$ cat config.mk
export PLATFORM = sky130hd
export DESIGN_NAME = conv_ff_bank
export DESIGN_NICKNAME = d
export VERILOG_FILES = /design/src/rtl/conv_ff_pkg.sv /design/src/rtl/tff_cell.sv /design/src/rtl/conv_ff_bank.sv
export SDC_FILE = /design/constraint.sdc
export NUM_CORES = 1
export LEC_CHECK = 0
export CAP_MARGIN = 20
export CORE_MARGIN = 3
export CORE_UTILIZATION = 35
export CTS_CLUSTER_DIAMETER = 120
export DETAILED_ROUTE_END_ITERATION = 10
export GPL_TIMING_DRIVEN = 0
export PLACE_DENSITY = 0.67
export SETUP_SLACK_MARGIN = 0.4
export SYNTH_ARGS = -nofsm -noshare
export SYNTH_HDL_FRONTEND = slang
export SYNTH_SLANG_ARGS = --single-unit
export TNS_END_PERCENT = 20
$ cat constraint.sdc
create_clock -name clk -period 1.5 [get_ports clk]
set_clock_uncertainty 0.05 [all_clocks]
set_input_delay 0.225 -clock clk [delete_from_list [all_inputs] [get_ports clk]]
set_output_delay 0.225 -clock clk [all_outputs]
set_load 0.005 [all_outputs]
$ cat src/rtl/conv_ff_pkg.sv
// Shared encodings for the convertible flip-flop bank: flop modes and the
// SR s=r=1 resolution policies.
package conv_ff_pkg;

  localparam logic [1:0] MODE_T  = 2'd0;
  localparam logic [1:0] MODE_D  = 2'd1;
  localparam logic [1:0] MODE_SR = 2'd2;
  localparam logic [1:0] MODE_JK = 2'd3;

  localparam int SR11_TOGGLE = 0;
  localparam int SR11_HOLD   = 1;
  localparam int SR11_RST    = 2;
  localparam int SR11_SET    = 3;

endpackage

$ cat src/rtl/tff_cell.sv
// Single T flip-flop with update enable and synchronous load of its reset value.
// Latency 1; no flow control (en=0 simply holds).
module tff_cell (
  input  logic clk,
  input  logic rst,
  input  logic en,
  input  logic t,
  input  logic init,
  output logic q
);

  always_ff @(posedge clk) begin
    if (rst) begin
      q <= init;
    end else if (en) begin
      q <= q ^ t;
    end
  end

endmodule

$ cat src/rtl/conv_ff_bank.sv
// Bank of T-flop cells driven through runtime-selectable T/D/SR/JK conversion,
// with sticky/saturating tracking of SR s=r=1 cycles. Latency 1; en=0 holds q.
module conv_ff_bank
  import conv_ff_pkg::*;
#(
  parameter int               WIDTH       = 8,
  parameter int               CNT_W       = 4,
  parameter logic [WIDTH-1:0] INIT        = '0,
  parameter logic [1:0]       RESET_MODE  = MODE_SR,
  parameter int               SR11_POLICY = SR11_TOGGLE
) (
  input  logic             clk,
  input  logic             rst,
  input  logic             en,
  input  logic             mode_ld,
  input  logic [1:0]       mode_in,
  input  logic [WIDTH-1:0] a,
  input  logic [WIDTH-1:0] b,
  input  logic             illegal_clr,
  output logic [WIDTH-1:0] q,
  output logic [1:0]       mode,
  output logic             illegal,
  output logic [CNT_W-1:0] illegal_cnt
);

  localparam logic [CNT_W-1:0] CNT_MAX = {CNT_W{1'b1}};

  logic [WIDTH-1:0] t;
  logic [WIDTH-1:0] t_sr11;
  logic [WIDTH-1:0] t_sr;
  logic [WIDTH-1:0] t_jk;
  logic             ill_ev;

  // Toggle value applied to channels where s and r are both asserted.
  always_comb begin
    t_sr11 = '1;
    case (SR11_POLICY)
      SR11_HOLD: t_sr11 = '0;
      SR11_RST:  t_sr11 = q;
      SR11_SET:  t_sr11 = ~q;
      default:   t_sr11 = '1;
    endcase
  end

  assign t_sr = (a & ~b & ~q) | (b & ~a & q) | (a & b & t_sr11);
  assign t_jk = (a & ~q) | (b & q);

  always_comb begin
    t = '0;
    case (mode)
      MODE_T:  t = a;
      MODE_D:  t = a ^ q;
      MODE_SR: t = t_sr;
      default: t = t_jk;
    endcase
  end

  for (genvar i = 0; i < WIDTH; i++) begin : g_cell
    tff_cell u_cell (
      .clk  (clk),
      .rst  (rst),
      .en   (en),
      .t    (t[i]),
      .init (INIT[i]),
      .q    (q[i])
    );
  end

  assign ill_ev = en && (mode == MODE_SR) && (|(a & b));

  always_ff @(posedge clk) begin
    if (rst) begin
      mode        <= RESET_MODE;
      illegal     <= 1'b0;
      illegal_cnt <= '0;
    end else begin
      if (mode_ld) begin
        mode <= mode_in;
      end
      // A same-cycle event takes priority over the clear.
      if (ill_ev) begin
        illegal <= 1'b1;
        if (illegal_clr) begin
          illegal_cnt <= CNT_W'(1);
        end else if (illegal_cnt != CNT_MAX) begin
          illegal_cnt <= illegal_cnt + CNT_W'(1);
        end
      end else if (illegal_clr) begin
        illegal     <= 1'b0;
        illegal_cnt <= '0;
      end
    end
  end

endmodule

### After elaboration in Yosys (flattened, before gate mapping)

Cells that the tools add are included.
Widths: inputs -> output; s select.

* register bits after elaboration: 15
* output and inout bits: 15
* logic and storage cells: 51
* bits of input ports: 23

* muxes and demuxes: 7
* bitwise logic cells: 22
* equality and inequality tests: 3
* reduce and logical (&&, ||, !) cells: 7
* add/sub/neg operators: 1

Operators by type and width (count)
* $and 8x8->8: 7
* $not 8->8: 3
* $or 8x8->8: 3
* $pmux 8 s3: 1
* $mux 4: 4
* $reduce_or 8->1: 1
* $xor 1x1->1: 8
* $xor 8x8->8: 1
* $add 4x1->4 const B: 1
* $ne 4x4->1 const B: 1
* $reduce_bool 2->1: 2
* $eq 2x1->1 const B: 1
* $eq 2x2->1 const B: 1
* $logic_and 1x1->1: 2
* $logic_not 2->1: 1
* $mux 1: 2
* $reduce_and 2->1: 1

### Logic depth before layout (Yosys ltp)

Gate-level depths: netlist of run 1.

* depth after elaboration: 7
* mapped depth: 7
* mapped depth without buffers: 5

### Cells and area by module

Synthesis of run 1 repeated with hierarchy kept, for this count alone.

* cells, all modules: 128
* area total of the unflattened synthesis: 1016.0 um^2

By module, submodules not included
* conv_ff_bank: cells an instance 88, seq. area each 140.1 um^2, instances 1, area each 585.6 um^2
* tff_cell: cells an instance 5, seq. area each 30.0 um^2, instances 8, area each 53.8 um^2

### Least setup slack after synthesis of run 1

OpenSTA, ideal clock, no wires.

* kind: register to register
* start: register illegal_cnt[0]
* end: register illegal_cnt[3]
* stages on the path, launching flop included: 6
* setup time: 70 ps
* period minus slack after synthesis: 1371 ps
* arrival: 1251 ps
* data required time: 1380 ps
* buffers on the path: 0
* slack: 129 ps
* path through: dfxtp_1 ha_1 nand3_1 nand2_2 or4_1 a21boi_1

* longest elaborated chain between the ends: 4
* elaborated cells between the ends (all ways): 7
* classes of those cells: add/sub: 1; eq/ne: 1; mux: 3; reduce/logical: 2

Ends and longest elaborated chain
* start: declaration: RTL line conv_ff_bank.sv:23 `output logic [CNT_W-1:0] illegal_cnt`
* start signal: assignment: RTL line conv_ff_bank.sv:86 `illegal_cnt <= illegal_cnt + CNT_W'(1);`
* $add 4x1->4: RTL line conv_ff_bank.sv:86
* $mux 4: RTL line conv_ff_bank.sv:85 `end else if (illegal_cnt != CNT_MAX) begin`
* $mux 4: RTL line conv_ff_bank.sv:83 `if (illegal_clr) begin`
* $mux 4: RTL line conv_ff_bank.sv:81 `if (ill_ev) begin`

Parallel ways exist; a longest one is shown, timed or not. The select of a mux whose other input is x is not followed.
A chain may end at the register's enable or synchronous reset.

### Final worst setup path of run 1

* start: register mode[0]
* end: register g_cell[5].u_cell.q

* longest elaborated chain between the ends: 3
* elaborated cells between the ends (all ways): 5
* classes of those cells: eq/ne: 2; mux: 1; bitwise: 1; reduce/logical: 1

Ends and longest elaborated chain
* start: declaration: RTL line conv_ff_bank.sv:21 `output logic [1:0] mode,`
* start signal: assignment: RTL line conv_ff_bank.sv:78 `mode <= mode_in;`
* $eq 2x2->1, or another cell as far along: RTL line conv_ff_bank.sv:50 `case (mode)`
* $pmux 8 s3 *: RTL line conv_ff_bank.sv:50
* $xor 1x1->1 *: RTL line tff_cell.sv:16 `q <= q ^ t;`
* end signal: assignment: RTL line tff_cell.sv:14 `q <= init;`
* end signal: assignment: RTL line tff_cell.sv:16
* end: declaration: RTL line tff_cell.sv:9 `output logic q`

Every way passes the cells marked *; elsewhere a longest branch is shown, timed or not.

==> out/results.ini, run 1 <==
[route]
wirelength_mm=3.10
antenna_left=0
dr.pass1.iters=4
viasPerCell=5.27
drtIter0Drc=32
routedWlPerCell_um=14.1
vias=1159
drcViolationCount=0

[place]
dpl_cell_area_um2=1400
place_congestion=0.769
numPortBuffers=36

[synthesis]
yosys-mux-area-fraction=0.0105
synth_area_um2=957
synth_edf_count=0
syn_nets=153
async_flop_share=0
netlist_instances=129
synth_compound_area_frac=0.239
synthFlopType=dfxtp_1
ys_seq_elements=15
ys_seq_area_frac=0.314
synth_top_family_by_area=simple AND/OR/NAND/NOR gates
yosys_warnings=0
avgSynthCellArea_um2=7.42
synth_fa_ha_area_frac=0.0131
yosys.cell_types.count=30
synth_xor_area_frac=0.0183
synth-simple-area-share=0.310

[pwr]
ir_worst_vdd_v=0.000528
p_leak_nw=0.751
powerDensity_nw_per_um2=630
p_total_w=0.00108

[sta]
rsz0062_at_grt=true
max_freq_mhz=703
period_needed_ns=1.42
hold_violations=0
worstMarginPinSlew_ns=0.486
relSlewSlack=0.676
min_period_over_period=0.948
drv_slew=0
finalSetupViolations=0

[global_routing]
grt_usage=0.193
grt_first_pass_wirelength_mm=5.00
grt_remaining_overflow=0
antenna_found_initial=0
grt_max_degree=11
grt_pass1_vias=1117

[flow_run]
cap_viol_max_count=0

[run_status]
outcome=completed

[floorplanning]
die-area_um2=3400
die_w_um=58.3
ios=38
num_rows=18
start_util=0.376
core_um2=2540
dieHeight_um=58.3

[final_layout]
layout.nets=215
syn_to_final_growth_pct=78.8
antenna-diode-count=0
final_common_cell=dlygate4sd2_1
most-common-layout-cells=dlygate4sd2_1, nor2_1, buf_4
final_layout_size_suffix_gt1_frac=0.426
fin_area_um2=1710

[critical_path]
critPathKind=flip-flop to flip-flop
r2r_slack_ns=0.08
r2r_cells=8
critPathLaunchType=flip-flop
cp.required_ns=1.61
cp-end-kind=flip-flop
crit-reg2reg-launch=mode[0]
critical_path.endpoint=g_cell[5].u_cell.q
crit_start=mode[0]
cp_max_fo=7
timing.rr.end=g_cell[5].u_cell.q
cp.arrival_ns=1.53

[clocking]
h-tree-depth=1
path_clk_slew_ns=0.09
cts_made_buffers=3
clk_path_buf_depth=2
cts.sinks=15
cts_root_buffer=clkbuf_4
cts_tree=yes
clk_latency_ns=0.29

[hold_path]
min_path_cells=5
hold_class=input pin to flip-flop

==> cell families after synthesis <==
kind of cell    count (synthesis)
compound gates                 38
flops                          15
xor+xnor                        2
buf+inv                        15
mux                             1
simple gates                   57
fa+ha+maj                       1
==> metal layers <==
layer  track usage  wire [µm]  up-vias  share of wire
met4        0.0927         40        0          0.013
met2         0.338       1580       36           0.51
met5             0          0        -              0
met1         0.230       1320      545           0.43
li1              -          -      573              -
met3        0.0241        155        5          0.050
==> power by group <==
group          leakage (nW)  total (W)  internal, W  switching, W
combinational         0.607   0.000396     0.000226      0.000170
sequential            0.130   0.000445     0.000425     0.0000204
clock                0.0150   0.000237     0.000103      0.000134
total                 0.751    0.00108     0.000755      0.000324
==> worst max-delay path: stages, from the launching register on <==
cell and delay, ns:
dfxtp_2 0.35, buf_6 0.12, buf_8 0.12, and2_4 0.13, clkbuf_16 0.16, a21oi_2 0.12, nor2_1 0.07, nor2_1 0.12
nor2_1 0.06
==> what timing repair did <==
| item | 4_1_cts | 5_1_grt |
|---|---|---|
| setup endpoints to repair | 30 | 30 |
| cloned | 0 | 0 |
| hold endpoints to repair | 0 | 0 |
| gates resized for setup | 84 | 9 |
| pin swaps | 13 | 8 |
| setup buffers | 20 | 1 |
| hold buffers | 0 | 0 |
==> cell type report <==
class,instances,area [µm²]
fill,219,833
multi-input combinational,99,668
timing repair buffer,57,508
sequential,15,329
buffer,14,139
tap,30,37.5
clock buffer,4,26.3
inverter,1,3.75
==> metrics by stage <==
stage	setup TNS, ns	setup WS, ns	std cells	hold slack [ns]	util
3_5_place_dp	-0.889	-0.336	195	0.423	0.550
3_3_place_gp	-0.809	-0.304	195	0.412	0.550
4_1_cts	0	0.135	219	0.365	0.650
5_1_grt	0	0.0232	220	0.411	0.673
2_1_floorplan	0	0.246	129	0.252	-
6_report	0	0.0773	220	0.371	0.673
==> Yosys cell counts (2+ instances only) <==
| master | count | area, µm² |
|---|---|---|
| or2b_1 | 6 | 45.0 |
| nor3b_1 | 7 | 52.6 |
| a31oi_1 | 7 | 43.8 |
| nand2_2 | 4 | 25.0 |
| nand2_1 | 4 | 15.0 |
| nor3_1 | 2 | 10.0 |
| o31ai_1 | 3 | 22.5 |
| nor2_2 | 2 | 12.5 |
| dfxtp_1 | 15 | 300 |
| o21ai_1 | 3 | 15.0 |
| nor2_1 | 25 | 93.8 |
| a21oi_1 | 17 | 85.1 |
| nand3_1 | 2 | 10.0 |
| a22oi_1 | 4 | 30.0 |
| nand2b_1 | 2 | 12.5 |
| buf_4 | 9 | 67.6 |
| clkbuf_1 | 4 | 15.0 |
==> worst min-delay path by stage <==
stage / slack (ns) / endpoint / startpoint
floorplan: 0.25 / illegal_cnt[2] / rst
global placement: 0.41 / illegal / illegal
detailed placement: 0.42 / illegal / illegal
CTS: 0.37 / g_cell[4].u_cell.q / en
global route: 0.41 / g_cell[4].u_cell.q / en
finish: 0.37 / g_cell[4].u_cell.q / en
==> sequential cells by signal, summed over array words and instances (netlist names) <==
signal	flops
g_cell.u_cell.q	8
illegal_cnt	4
mode	2
illegal	1
No activity file was read; power rests on OpenSTA's default activity.
==> run 2: changes to the inputs <==
--- a/config.mk
+++ b/config.mk
@@ -11,7 +11,8 @@
 export CTS_CLUSTER_DIAMETER = 120
 export DETAILED_ROUTE_END_ITERATION = 10
 export GPL_TIMING_DRIVEN = 0
-export PLACE_DENSITY = 0.67
+export PLACE_DENSITY = 0.69
+export RECOVER_POWER = 100
 export SETUP_SLACK_MARGIN = 0.4
 export SYNTH_ARGS = -nofsm -noshare
 export SYNTH_HDL_FRONTEND = slang
==> constraint.sdc (replaced) <==
create_clock -name clk -period 1.2 [get_ports clk]
set_clock_uncertainty 0.05 [all_clocks]
set_input_delay 0.18 -clock clk [delete_from_list [all_inputs] [get_ports clk]]
set_output_delay 0.18 -clock clk [all_outputs]
set_load 0.005 [all_outputs]
==> run 2 against run 1 <==
  * The flow now finishes with violations (setup timing)
  * Utilization grew 5.2 points
  * Sequential share of layout area shrank 1.3 points
  * Non-clock buffer count grew 5
  * Global-route usage grew 1.0 points
  * Die area is the same
  * Critical path type unchanged
  * Critical endpoint is now illegal_cnt[3]
  * Largest cell class unchanged
  * Largest power group unchanged
==> out/results.ini, run 2 (synthesis gave the netlist of run 1 again) <==
[floorplanning]
dieHeight_um=58.3
die_w_um=58.3
core_um2=2540
ios=38
start_util=0.376
num_rows=18
die-area_um2=3400

[route]
wirelength_mm=3.42
viasPerCell=5.49
vias=1236
antenna_left=0
drtIter0Drc=43
dr.pass1.iters=4
routedWlPerCell_um=15.2
drcViolationCount=0

[final_layout]
finish.utilization=0.725
fin_area_um2=1840
final_layout_size_suffix_gt1_frac=0.528
most-common-layout-cells=nor2_1, buf_6, buf_4
syn_to_final_growth_pct=92.7
regMostFlops=g_cell.u_cell.q
antenna-diode-count=0
largestRegisters=g_cell.u_cell.q: 8 flops, illegal_cnt: 4 flops, mode: 2 flops
layout.nets=220
largest_register_ffs=8

[sta]
period_needed_ns=1.35
relSlewSlack=0.677
min_period_over_period=1.13
max_freq_mhz=738
rsz0062_at_grt=true
drv_slew=0
finalSetupViolations=11
fin_ws_ns=-0.155
hold_violations=0
worstMarginPinSlew_ns=0.485

[run_status]
violations=setup timing
outcome=finished, violations left

[pwr]
powerDensity_nw_per_um2=770
ir_worst_vdd_v=0.000752
p_total_w=0.00142
p_leak_nw=0.794

[critical_path]
cp.arrival_ns=1.54
cp.required_ns=1.39
cp_max_fo=3
critPathLaunchType=flip-flop
critPathKind=flip-flop to flip-flop
cp-end-kind=flip-flop
r2r_slack_ns=-0.15

[place]
post-dp-hpwl_mm=1.94
place_congestion=0.781
numPortBuffers=36
dpl_cell_area_um2=1400

[global_routing]
grt_usage=0.203
grt_remaining_overflow=0
antenna_found_initial=0
grt_pass1_vias=1189
grt_first_pass_wirelength_mm=5.29
grt_max_degree=11

[clocking]
cts_root_buffer=clkbuf_4
cts.sinks=15
cts_tree=yes
path_clk_slew_ns=0.09
clk_path_buf_depth=2
cts_made_buffers=3
h-tree-depth=1
clk_latency_ns=0.30

[hold_path]
hold_class=input pin to flip-flop

[flow_run]
cap_viol_max_count=0

-- run 2: cell count changes in the layout (fill, tap and decap cells not counted), sizes merged --
cell         previous run  this run
buf                    36        49
dlygate4sd2            26        18
-- run 2: cell type report --
cell class	instances	area, µm²
plain buffers	14	160
fillers	199	701
multi-input cells	99	733
repair buffers	62	553
clock buffers	4	26.3
well taps	30	37.5
inverters	1	3.75
flip-flops and latches	15	330
-- run 2: power breakdown --
group	switching, W	internal, W
clock	0.000181	0.000130
sequential	0.0000289	0.000530
combinational	0.000232	0.000319
total	0.000442	0.000978
-- run 2: path summary, 6_finish.rpt --
kind	from	end	depth (start not counted)
max	illegal_cnt[1]	illegal_cnt[3]	4
max reg2reg	illegal_cnt[1]	illegal_cnt[3]	4
min reg2reg	illegal	illegal	2
min	en	g_cell[1].u_cell.q	5
-- run 2: per-stage QoR --
step | setup slack [ns] | TNS (ns) | cells | hold WS (ns)
floorplan | -0.0540 | -0.0551 | 129 | 0.207
global placement | -0.583 | -4.42 | 195 | 0.413
detailed placement | -0.628 | -4.93 | 195 | 0.419
CTS | -0.144 | -0.442 | 225 | 0.303
global route | -0.221 | -1.34 | 225 | 0.372
finish | -0.155 | -0.580 | 225 | 0.313
-- run 2: layer usage --
layer	global-route usage	wire length [µm]
met5	0	0
met4	0.0596	97
met3	0.0526	252
met2	0.367	1880
met1	0.233	1200
-- run 2: repair_timing --
item,4_1_cts,5_1_grt
pin swaps,13,16
cloned,0,0
setup endpoints to repair,30,30
setup buffers,26,0
hold buffers,0,0
gates resized for setup,114,23
-- run 2: critical path, stage by stage, from the launching register on --
cell	delay, ns
dfxtp_4	0.38
buf_4	0.11
nand3_2	0.09
or4_4	0.53
a21boi_2	0.13
==> run 3: changes to the inputs <==
--- a/config.mk
+++ b/config.mk
@@ -10,10 +10,11 @@
 export CORE_UTILIZATION = 35
 export CTS_CLUSTER_DIAMETER = 120
 export DETAILED_ROUTE_END_ITERATION = 10
+export DONT_BUFFER_PORTS = 1
 export GPL_TIMING_DRIVEN = 0
-export PLACE_DENSITY = 0.69
 export RECOVER_POWER = 100
 export SETUP_SLACK_MARGIN = 0.4
+export SKIP_LAST_GASP = 1
 export SYNTH_ARGS = -nofsm -noshare
 export SYNTH_HDL_FRONTEND = slang
 export SYNTH_SLANG_ARGS = --single-unit
==> constraint.sdc (replaced) <==
create_clock -name clk -period 1.2 [get_ports clk]
set_clock_uncertainty 0.05 [all_clocks]
set_input_delay 0.18 -clock clk [delete_from_list [all_inputs] [get_ports clk]]
set_output_delay 0.18 -clock clk [all_outputs]
set_load 0.05 [all_outputs]
==> run 3 against run 2 <==
  * The flow finishes with violations (hold timing, setup timing)
  * Worst setup slack worse by 0.039 ns
  * Routed wire length is 24% lower
  * Via count fell by 24%
  * Utilization fell by 25 points
  * Clock-buffer cell count decreased by 1
  * Clock power is 7.4% lower
  * Total power is 12% lower
  * Combinational power down 35%
  * First-iteration DRC count is 21% lower
  * Cell area is 34% lower
  * Global-route usage decreased by 3.7 points
==> out/results.ini, run 3 (synthesis gave the netlist of run 1 again) <==
[final_layout]
fillers=270
layout.nets=166
antenna-diode-count=0
largest_register_ffs=8
syn_to_final_growth_pct=27.3
final_layout_size_suffix_gt1_frac=0.333
finalNonFillerCells=171
final_common_cell=nor2_1
most-common-layout-cells=nor2_1, buf_4, a21oi_1
regMostFlops=g_cell.u_cell.q
largestRegisters=g_cell.u_cell.q: 8 flops, illegal_cnt: 4 flops, mode: 2 flops

[sta]
timing.hold.ws_ns=-0.0259
rsz0062_at_grt=true
worstMarginPinSlew_ns=0.512
period_needed_ns=1.39
finalSetupViolations=12
min_period_over_period=1.16
fin_ws_ns=-0.194
max_freq_mhz=718
hold_violations=1
relSlewSlack=0.658
drv_slew=0

[route]
drtIter0Drc=34
wirelength_mm=2.62
routedWlPerCell_um=15.3
antenna_left=0
dr.pass1.iters=4
drcViolationCount=0
viasPerCell=5.48
vias=937

[floorplanning]
die-area_um2=3400
die_w_um=58.3
dieHeight_um=58.3
ios=38
core_um2=2540
start_util=0.376
num_rows=18

[critical_path]
critPathLaunchType=flip-flop
cp.arrival_ns=1.56
cp_max_fo=4
timing.rr.end=illegal_cnt[3]
r2r_cells=5
r2r_slack_ns=-0.19
crit-reg2reg-launch=illegal_cnt[0]
cp.required_ns=1.37
cp-end-kind=flip-flop
critPathKind=flip-flop to flip-flop

[flow_run]
cap_viol_max_count=0

[clocking]
path_clk_slew_ns=0.10
ctsHoldBuffers=2
clk_latency_ns=0.28
cts_root_buffer=clkbuf_4
h-tree-depth=1
clk_path_buf_depth=2
cts_tree=yes
cts.sinks=15
cts_made_buffers=3

[place]
post-dp-hpwl_mm=1.82
place_congestion=0.706
place_ws_ns=-0.400
numPortBuffers=0
placed_cells=159

[pwr]
ir_worst_vdd_v=0.000916
p_total_w=0.00125
p_leak_nw=0.465
powerDensity_nw_per_um2=1020

[hold_path]
whs_endpoint=mode[1]
hp-start=mode_in[1]
min_path_cells=1
hold_class=input pin to flip-flop

[run_status]
violations=hold timing, setup timing
outcome=finished, violations left

[global_routing]
grt_remaining_overflow=0
grt_pass1_vias=934
grt_first_pass_wirelength_mm=4.37
antenna_found_initial=0
grt_max_degree=11
grt_usage=0.166

==> run 3: cell count changes in the layout (fill, tap and decap cells not counted), sizes merged <==
cell           previous run  this run
clkbuf                    8         6
clkdlybuf4s50             5         0
clkinv                    0         1
dlygate4sd3               0         2
dlygate4sd2              18         0
buf                      49        17
==> run 3: where the power goes <==
group	switching (W)	internal [W]	total [W]
sequential	0.0000751	0.000526	0.000601
combinational	0.000206	0.000151	0.000358
clock	0.000164	0.000124	0.000288
total	0.000445	0.000801	0.00125
==> run 3: worst max path at each step <==
stage	start	endpoint	cells past startpoint
after floorplan	illegal_cnt[1]	illegal_cnt[3]	5
after global placement	mode[1]	g_cell[7].u_cell.q	6
after detailed placement	mode[1]	g_cell[7].u_cell.q	6
after CTS	illegal_cnt[0]	illegal_cnt[3]	5
after global routing	mode[1]	illegal_cnt[3]	5
final	illegal_cnt[0]	illegal_cnt[3]	5
==> run 3: timing repair <==
action	CTS	global route
gates resized for setup	10	8
setup buffers	6	0
pin swaps	7	2
hold endpoints to repair	3	1
endpoints found under the setup margin	30	30
==> run 3: area by class of cell <==
cell class                      instances  area, µm²  share of cell area
Buffer                                 14        126               0.104
Inverter                                1       3.75             0.00308
Multi-Input combinational cell         99        638               0.524
Clock buffer                            3       22.5              0.0185
Sequential cell                        15        320               0.263
Timing Repair Buffer                    8       65.1              0.0534
Clock inverter                          1       5.00             0.00411
Tap cell                               30       37.5              0.0308
==> run 3: metrics by stage <==
stage / setup TNS, ns / instance area [µm²] / hold slack, ns / util
detailed placement: -2.37 / 1060 / 0.207 / 0.416
finish: -1.32 / 1220 / -0.0259 / 0.479
global route: -2.24 / 1220 / -0.0256 / 0.479
global placement: -2.10 / 1060 / 0.203 / 0.416
CTS: -1.46 / 1190 / -0.0299 / 0.468
floorplan: -0.924 / 1020 / 0.199 / -
==> run 3: metal layers <==
metal	track usage	vias up	routed length, µm
met5	0	-	0
met1	0.208	434	1160
met2	0.274	29	1240
li1	-	472	-
met3	0.0614	2	195
met4	0.0298	0	19
==> run 3: critical path, stage by stage (launching register included) <==
cell,delay [ns]
dfxtp_4,0.43
ha_4,0.18
nand3_2,0.09
nand2_2,0.06
or4_1,0.39
a21boi_1,0.13
